===== src/rtl/perf_counter_bank_if.sv =====
// Bus bundle for perf_counter_bank: count controls, snapshot handshake and readout stream.
// The slave modport is the counter bank; the master modport is whoever drives it.
interface perf_counter_bank_if #(
    parameter int unsigned NUM_CH    = 8,
    parameter int unsigned CNT_WIDTH = 32
);
    localparam int unsigned CH_W = (NUM_CH > 1) ? $clog2(NUM_CH) : 1;

    logic                 enable;
    logic [NUM_CH-1:0]    event_i;
    logic                 clear;
    logic                 snap_req;
    logic                 snap_ready;
    logic                 out_valid;
    logic                 out_ready;
    logic [CH_W-1:0]      out_ch;
    logic [CNT_WIDTH-1:0] out_data;
    logic                 out_ovf;
    logic                 out_last;
    logic [NUM_CH-1:0]    ovf;

    modport master (
        output enable, event_i, clear, snap_req, out_ready,
        input  snap_ready, out_valid, out_ch, out_data, out_ovf, out_last, ovf
    );

    modport slave (
        input  enable, event_i, clear, snap_req, out_ready,
        output snap_ready, out_valid, out_ch, out_data, out_ovf, out_last, ovf
    );
endinterface


===== src/rtl/perf_counter_bank.sv =====
// Bank of per-channel event counters with sticky overflow flags. A snapshot copies all
// counters into shadow registers, which are then streamed out one channel per handshake.
module perf_counter_bank #(
    parameter int unsigned NUM_CH        = 8,
    parameter int unsigned CNT_WIDTH     = 32,
    parameter bit          SATURATE      = 1'b1,
    parameter bit          CLEAR_ON_SNAP = 1'b0
) (
    input logic                clk,
    input logic                rst,
    perf_counter_bank_if.slave bus
);
    localparam int unsigned CH_W = (NUM_CH > 1) ? $clog2(NUM_CH) : 1;
    localparam logic [CH_W-1:0] LAST_CH = CH_W'(NUM_CH - 1);

    typedef enum logic [0:0] {StIdle, StStream} state_e;

    state_e               state_q, state_d;
    logic [CH_W-1:0]      ch_q, ch_d;
    logic [CNT_WIDTH-1:0] cnt_q    [NUM_CH];
    logic [CNT_WIDTH-1:0] cnt_d    [NUM_CH];
    logic [NUM_CH-1:0]    ovf_q, ovf_d;
    logic [CNT_WIDTH-1:0] sh_cnt_q [NUM_CH];
    logic [NUM_CH-1:0]    sh_ovf_q;
    logic                 capture;
    logic                 last;

    assign capture = (state_q == StIdle) && bus.snap_req;
    assign last    = (state_q == StStream) && (ch_q == LAST_CH);

    // Live counter next state: optional snapshot clear, then the increment, then clear.
    always_comb begin
        for (int k = 0; k < NUM_CH; k++) begin
            cnt_d[k] = (capture && CLEAR_ON_SNAP) ? '0 : cnt_q[k];
            ovf_d[k] = (capture && CLEAR_ON_SNAP) ? 1'b0 : ovf_q[k];
            if (bus.enable && bus.event_i[k]) begin
                if (&cnt_d[k]) begin
                    ovf_d[k] = 1'b1;
                    if (!SATURATE) begin
                        cnt_d[k] = '0;
                    end
                end else begin
                    cnt_d[k] = cnt_d[k] + CNT_WIDTH'(1);
                end
            end
            if (bus.clear) begin
                cnt_d[k] = '0;
                ovf_d[k] = 1'b0;
            end
        end
    end

    always_comb begin
        state_d = state_q;
        ch_d    = ch_q;
        unique case (state_q)
            StIdle: begin
                if (bus.snap_req) begin
                    state_d = StStream;
                    ch_d    = '0;
                end
            end
            StStream: begin
                if (bus.out_ready) begin
                    if (last) begin
                        state_d = StIdle;
                    end else begin
                        ch_d = ch_q + CH_W'(1);
                    end
                end
            end
            default: state_d = StIdle;
        endcase
    end

    always_ff @(posedge clk) begin
        if (!rst) begin
            state_q  <= StIdle;
            ch_q     <= '0;
            cnt_q    <= '{default: '0};
            ovf_q    <= '0;
            sh_cnt_q <= '{default: '0};
            sh_ovf_q <= '0;
        end else begin
            state_q <= state_d;
            ch_q    <= ch_d;
            cnt_q   <= cnt_d;
            ovf_q   <= ovf_d;
            // Shadows hold the pre-increment values seen in the capture cycle.
            if (capture) begin
                sh_cnt_q <= cnt_q;
                sh_ovf_q <= ovf_q;
            end
        end
    end

    always_comb begin
        bus.snap_ready = (state_q == StIdle);
        bus.out_valid  = (state_q == StStream);
        bus.out_last   = last;
        bus.out_ch     = ch_q;
        bus.out_data   = sh_cnt_q[ch_q];
        bus.out_ovf    = sh_ovf_q[ch_q];
        bus.ovf        = ovf_q;
    end
endmodule

===== src/flat_wrapper.sv =====
// flat-port wrapper written by rule: the top's interface ports become plain ports
module perf_counter_bank_flat 
#(
    parameter int unsigned NUM_CH        = 8,
    parameter int unsigned CNT_WIDTH     = 32,
    parameter bit          SATURATE      = 1'b1,
    parameter bit          CLEAR_ON_SNAP = 1'b0
)
  (clk, rst, bus_enable, bus_event_i, bus_clear, bus_snap_req, bus_out_ready, bus_snap_ready, bus_out_valid, bus_out_ch, bus_out_data, bus_out_ovf, bus_out_last, bus_ovf);
  perf_counter_bank_if #(.NUM_CH(NUM_CH), .CNT_WIDTH(CNT_WIDTH)) bus_i ();
  input logic clk;
  input logic rst;
  input wire logic [$bits(bus_i.enable)-1:0] bus_enable;
  input wire logic [$bits(bus_i.event_i)-1:0] bus_event_i;
  input wire logic [$bits(bus_i.clear)-1:0] bus_clear;
  input wire logic [$bits(bus_i.snap_req)-1:0] bus_snap_req;
  input wire logic [$bits(bus_i.out_ready)-1:0] bus_out_ready;
  output wire logic [$bits(bus_i.snap_ready)-1:0] bus_snap_ready;
  output wire logic [$bits(bus_i.out_valid)-1:0] bus_out_valid;
  output wire logic [$bits(bus_i.out_ch)-1:0] bus_out_ch;
  output wire logic [$bits(bus_i.out_data)-1:0] bus_out_data;
  output wire logic [$bits(bus_i.out_ovf)-1:0] bus_out_ovf;
  output wire logic [$bits(bus_i.out_last)-1:0] bus_out_last;
  output wire logic [$bits(bus_i.ovf)-1:0] bus_ovf;
  assign bus_i.enable = bus_enable;
  assign bus_i.event_i = bus_event_i;
  assign bus_i.clear = bus_clear;
  assign bus_i.snap_req = bus_snap_req;
  assign bus_i.out_ready = bus_out_ready;
  assign bus_snap_ready = bus_i.snap_ready;
  assign bus_out_valid = bus_i.out_valid;
  assign bus_out_ch = bus_i.out_ch;
  assign bus_out_data = bus_i.out_data;
  assign bus_out_ovf = bus_i.out_ovf;
  assign bus_out_last = bus_i.out_last;
  assign bus_ovf = bus_i.ovf;
  perf_counter_bank #(.NUM_CH(NUM_CH), .CNT_WIDTH(CNT_WIDTH), .SATURATE(SATURATE), .CLEAR_ON_SNAP(CLEAR_ON_SNAP)) u_core (.clk(clk), .rst(rst), .bus(bus_i));
endmodule

===== config.mk =====
export PLATFORM = sky130hd
export DESIGN_NAME = perf_counter_bank_flat
export DESIGN_NICKNAME = d
export VERILOG_FILES = /design/src/rtl/perf_counter_bank_if.sv /design/src/rtl/perf_counter_bank.sv /design/src/flat_wrapper.sv
export SDC_FILE = /design/constraint.sdc
export NUM_CORES = 1
export LEC_CHECK = 0
export ABC_AREA = 1
export CAP_MARGIN = 0
export CORE_ASPECT_RATIO = 1.25
export CORE_MARGIN = 5
export CORE_UTILIZATION = 43
export DETAILED_ROUTE_END_ITERATION = 7
export PLACE_DENSITY = 0.61
export SLEW_MARGIN = 20
export SYNTH_ARGS = -nofsm -noshare
export SYNTH_HDL_FRONTEND = slang
export SYNTH_SLANG_ARGS = --single-unit

===== constraint.sdc =====
create_clock -name clk -period 1.55 [get_ports clk]
set_input_delay 0.155 -clock clk [delete_from_list [all_inputs] [get_ports clk]]
set_output_delay 0.155 -clock clk [all_outputs]
set_load 0.005 [all_outputs]

## Word level (Yosys, flattened, before mapping)

Cells that the tools add are included.
W data, S select, Z words.

- ROM bits: 0
- Output and inout port bits: 47
- Bits in latches: 0
- Flip-flop bits (word level): 532
- Word-level logic and storage cells: 102
- Memories kept: 0
- RAM bits: 0

- Divide/modulo/power cells: 0
- Bitwise operators: 11
- Mux-type cells: 13
- Shift-type cells: 0
- Multiply operators: 0
- $lt $le $gt $ge: 2
- Reduce and logical (&&, ||, !) cells: 36
- Eq/ne operators: 4
- $add $sub $neg: 9

Operators by type and width:

| operator | count |
|---|---|
| $reduce_and A33 Y1 | 8 |
| $add A32 B1 Y32 const B | 8 |
| $reduce_and A32 Y1 | 8 |
| $bmux W32 S3 | 1 |
| $mux W32 | 2 |
| $reduce_and A2 Y1 | 8 |
| $logic_and A1 B1 Y1 | 10 |
| $not A1 Y1 | 10 |
| $mux W3 | 3 |
| $ne A2 B2 Y1 const B | 3 |
| $pmux W3 S2 | 1 |
| $ge A4 B4 Y1 const B | 1 |
| $lt A3 B4 Y1 const B | 1 |
| $mux W1 | 4 |
| $not A3 Y4 | 1 |
| $add A3 B1 Y3 const B | 1 |
| $bmux W1 S3 | 1 |
| $eq A3 B3 Y1 const B | 1 |
| $reduce_and A3 Y1 | 1 |
| $pmux W1 S2 | 1 |
| $reduce_or A2 Y1 | 1 |

## Depth between registers and ports, before layout

- Depth after elaboration: 5
- Mapped depth: 11
- Depth with buffers taken out: 11

## Worst setup path after synthesis

Ideal clock, no wire load.

- Path kind: reg-to-output
- Start point: register u_core.ch_q[0] (netlist: u_core.bus.out_ch[0])
- End point: output port bus_out_data[16]
- Arrival: 1.409 ns
- Path buffers: 3
- Required time: 1.395 ns
- Cell stages (with the launch flop): 8
- Slack: -0.014 ns
- Cells stage by stage: dfxtp_1 > buf_2 > buf_2 > buf_1 > nor2_1 > o32ai_1 > nand2_1 > nand2_1

- Longest elaborated chain between the ends: 4

Ends and longest elaborated chain:

| element | line | source |
|---|---|---|
| start: declaration | perf_counter_bank.sv:19 | `logic [CH_W-1:0] ch_q, ch_d;` |
| start signal: assignment | perf_counter_bank.sv:86 | `ch_q <= ch_d;` |
| $not A3 Y4 (not written as such) | perf_counter_bank.sv:102 | `bus.out_data = sh_cnt_q[ch_q];` |
| $bmux W32 S3 | perf_counter_bank.sv:102 |  |
| $mux W32 (not written as such) (2 in a row) | perf_counter_bank.sv:102 |  |
| end: declaration | flat_wrapper.sv:21 | `output wire logic [$bits(bus_i.out_data)-1:0] bus_out_data;` |

No other way between the ends. The select of a mux whose other input is x is not followed.

## Worst setup path in the final report

- Start point: register u_core.ch_q[0] (netlist: u_core.bus.out_ch[0])
- End point: output port bus_out_data[6]

Same word-level chain as after synthesis.

==> results.txt <==
----------------------------------------------------
[Global routing]
  GRT busiest layer ... met2
  Number of antenna violations at the first check in global routing ... 0
  Maximum number of pins on one net before global-route repair ... 135
  Via count of the first global-routing pass ... 26900
  Grt met2 use ... 49.8%
  Routing usage on met1 ... 35.7%
  Global-route met3 utilization ... 2.78%
  Total GRT Usage ... 28.2%
  First-pass GRT wire length ... 150000 um
  Remaining Overflow, GRT ... 0

[Finish]
  Ratio of cells with drive above 1 in the final layout ... 34.7%
  Final Util ... 65.2%
  Area taken by flip-flops and latches ... 10800 um^2
  Commonest non-fill, non-tap cells in the layout ... 980 x sky130_fd_sc_hd__nor2_1, 668 x sky130_fd_sc_hd__nand2_1, 498 x sky130_fd_sc_hd__buf_4
  Net count of the finished layout ... 4772
  Finished layout cell area ... 39700 um^2
  Total of fill cells in the finished design ... 5296
  Area growth from synthesis to layout ... 50.0%
  Multi-input logic area ... 17600 um^2
  Leading cell type in the layout, fill and taps excluded ... sky130_fd_sc_hd__nor2_1
  Number of diodes added for antenna fixing ... 0

[Critical path]
  Critical path class ... reg -> out
  Crit path launch type ... flip-flop
  Launching element of the worst setup path ... u_core.bus.out_ch[0]
  Crit path required time ... 1.39 ns
  Crit-path max FO ... 8
  Category of the worst setup path capture point ... output pin
  FF-to-FF Start ... u_core.bus.out_ch[0]
  FF-to-FF End ... u_core.bus.out_ch[0]
  Series of cell instances along the critical path ... buf_12, inv_12, buf_12, buf_12, nor2_2, o32ai_2, nand2_1, nand2_1, buf_2
  Crit path to ... bus_out_data[6]
  Setup slack of the worst register-to-register path ... -0.21 ns
  Largest stage delay on the critical path ... 0.35 ns
  Data arrival, critical path ... 2.19 ns
  Crit path max-delay cell type ... sky130_fd_sc_hd__dfxtp_4
  R2R depth ... 10
  Most used cell along the critical path ... sky130_fd_sc_hd__buf_12

[Logic synthesis]
  Sequential share of the synthesized area ... 40.2%
  Syn Inst Count ... 4165
  Number of flops mapped to enable cells by yosys ... 0
  Post-synth cell types ... 37
  Async S/R FF share, synth ... 0%
  Syn Std Cell Area ... 26500 um^2
  Post-synthesis average cell area ... 6.36 um^2
  Leading register cell type out of synthesis ... sky130_fd_sc_hd__dfxtp_1
  Number of synthesis warnings ... 0
  Syn_nets ... 4189
  Seq cells post-synth ... 532

[Floorplan]
  Top-level I/O count ... 61
  Total core area ... 60900 um^2
  Die Span Y ... 287 um
  Die Span X ... 232 um
  Placement Rows ... 101
  Initial core utilization ... 43.5%
  Die Area ... 66700 um^2

[Worst hold path]
  Number of stages on the worst hold path ... 3
  Class of the tightest hold or removal check ... in -> reg

[Placement]
  Area of placed instances ... 31800 um^2
  Final weighted congestion in routability-driven placement ... 0.967
  Detailed placement HPWL ... 71700 um
  Count of buffers from port buffering ... 60

[Detailed routing]
  Number of design rule violations left after detail routing ... 0
  DRT Pass-1 Iters ... 6
  Post-detailed-route count of antenna-violating nets ... 0
  Initial DRC Count ... 2595
  Average vias per placed instance ... 5.40
  Via count ... 30300
  Average wire length per cell after detail routing ... 18.8 um
  Detailed Route WL ... 106000 um

[Timing]
  Minimum period implied by the final worst setup slack ... 2.35 ns
  Fin. Hold Viols ... 0
  Max Fclk ... 426 MHz
  Number of endpoints failing setup at the final stage ... 182
  Skew final ... 0.0173 ns
  Final Max Slew Viols ... 0
  Transition time of the tightest slew-check pin ... 0.563 ns
  Fraction of the cycle the final worst path needs ... 151%
  Smallest setup slack after layout ... -0.797 ns
  Setup repair after global routing missed its margin ... yes
  Remaining max-slew budget at the tightest pin ... 62.5%

[CTS]
  Total number of clock tree sinks ... 532
  Worst-path clk slew ... 0.06 ns
  Bufs on Longest Clock Path ... 3
  Skew-Pair Late Insertion Delay ... 0.62 ns
  Buffer type at the clock tree root ... sky130_fd_sc_hd__clkbuf_16
  Htree depth ... 2
  TritonCTS clock tree ... built
  Clock buffer count from CTS ... 56

[Status]
  Failing checks ... setup timing
  Result of the run ... finished with violations

[Run]
  Number of violations of the max-capacitance limit ... 0

[Power and ir drop]
  Static leakage power ... 15.9 nW
  Total power per unit cell area ... 812 nW/um^2
  Peak ir drop on the vdd network ... 0.903 mV

----------------------------------------------------
==> power breakdown <==
part	internal, W	switching, W
clock	0.00830	0.00585
combinational	0.00151	0.00200
sequential	0.0141	0.000470
==> cell type report <==
type | count | area share (%)
repair buffers | 725 | 18.4
clock inverters | 22 | 0.769
well taps | 824 | 2.60
inverters | 259 | 2.54
clock buffers | 77 | 4.01
multi-input cells | 3174 | 44.4
flip-flops and latches | 532 | 27.3
==> metrics by stage <==
step                worst slack (ns)  hold slack [ns]  power (W)  instances  TNS [ns]
floorplan                   0.000727            0.266     0.0162       4165         0
global placement              -0.642            0.430     0.0177       5372    -98.89
detailed placement            -0.597            0.440     0.0177       5372   -106.53
CTS                            -1.12            0.150     0.0319       5503    -36.46
global route                  -0.839            0.215     0.0332       5613    -49.59
finish                        -0.797            0.191     0.0322       5613    -33.41
==> synth_stat cells (31+ instances only) <==
| cell type | count | area (um^2) |
|---|---|---|
| sky130_fd_sc_hd__a21oi_1 | 275 | 1380 |
| sky130_fd_sc_hd__buf_2 | 39 | 195 |
| sky130_fd_sc_hd__clkbuf_1 | 135 | 507 |
| sky130_fd_sc_hd__dfxtp_1 | 532 | 10700 |
| sky130_fd_sc_hd__inv_1 | 254 | 953 |
| sky130_fd_sc_hd__nand2_1 | 835 | 3130 |
| sky130_fd_sc_hd__nand3_1 | 268 | 1340 |
| sky130_fd_sc_hd__nand4_1 | 67 | 419 |
| sky130_fd_sc_hd__nor2_1 | 1190 | 4470 |
| sky130_fd_sc_hd__nor3_1 | 31 | 155 |
| sky130_fd_sc_hd__o21ai_0 | 335 | 1680 |
| sky130_fd_sc_hd__o32ai_1 | 66 | 578 |
==> routing by layer <==
| layer | vias to the layer above | wire, um |
|---|---|---|
| li1 | 14800 | - |
| met1 | 14300 | 43100 |
| met2 | 945 | 52000 |
| met3 | 244 | 5320 |
| met4 | 0 | 5230 |
| met5 | - | 0 |
==> worst min path at each step <==
stage	slack [ns]	startpoint	end
after floorplan	0.27	bus_out_ready	u_core.bus.out_valid
after CTS	0.15	bus_out_ready	u_core.bus.out_valid
after global placement	0.43	rst	u_core.sh_cnt_q[129]
after detailed placement	0.44	rst	u_core.sh_cnt_q[129]
final	0.19	bus_snap_req	u_core.bus.out_valid
after global routing	0.22	bus_snap_req	u_core.bus.out_valid
==> critical path, delay by kind of cell, from the launching register on <==
family	cells	cell delay, ns
buffers and inverters	5	0.64
AND/OR/NAND/NOR	3	0.35
AO/OA/AOI/OAI	1	0.24
flip-flops	1	0.35
==> state kept, by name (all words and copies together), names as in the netlist <==
signal and count:
u_core.cnt_q 256, u_core.sh_cnt_q 256, u_core.bus.ovf 8, u_core.sh_ovf_q 8
u_core.bus.out_ch 3, u_core.bus.out_valid 1
==> logic make-up after synthesis <==
kind of cell	synth area share, %
xor+xnor	0.331
compound gates	14.1
fa+ha+maj	0.472
simple gates	37.8
flops	40.2
buf+inv	7.02
==> repair_timing <==
action	in CTS	in global routing
gates cloned	13	40
hold endpoints to repair	4	0
setup endpoints to repair	256	304
pin swaps	42	341
buffers inserted	19	74
hold buffers	1	0
resized for setup	285	988
No activity file was read; power rests on OpenSTA's default activity.
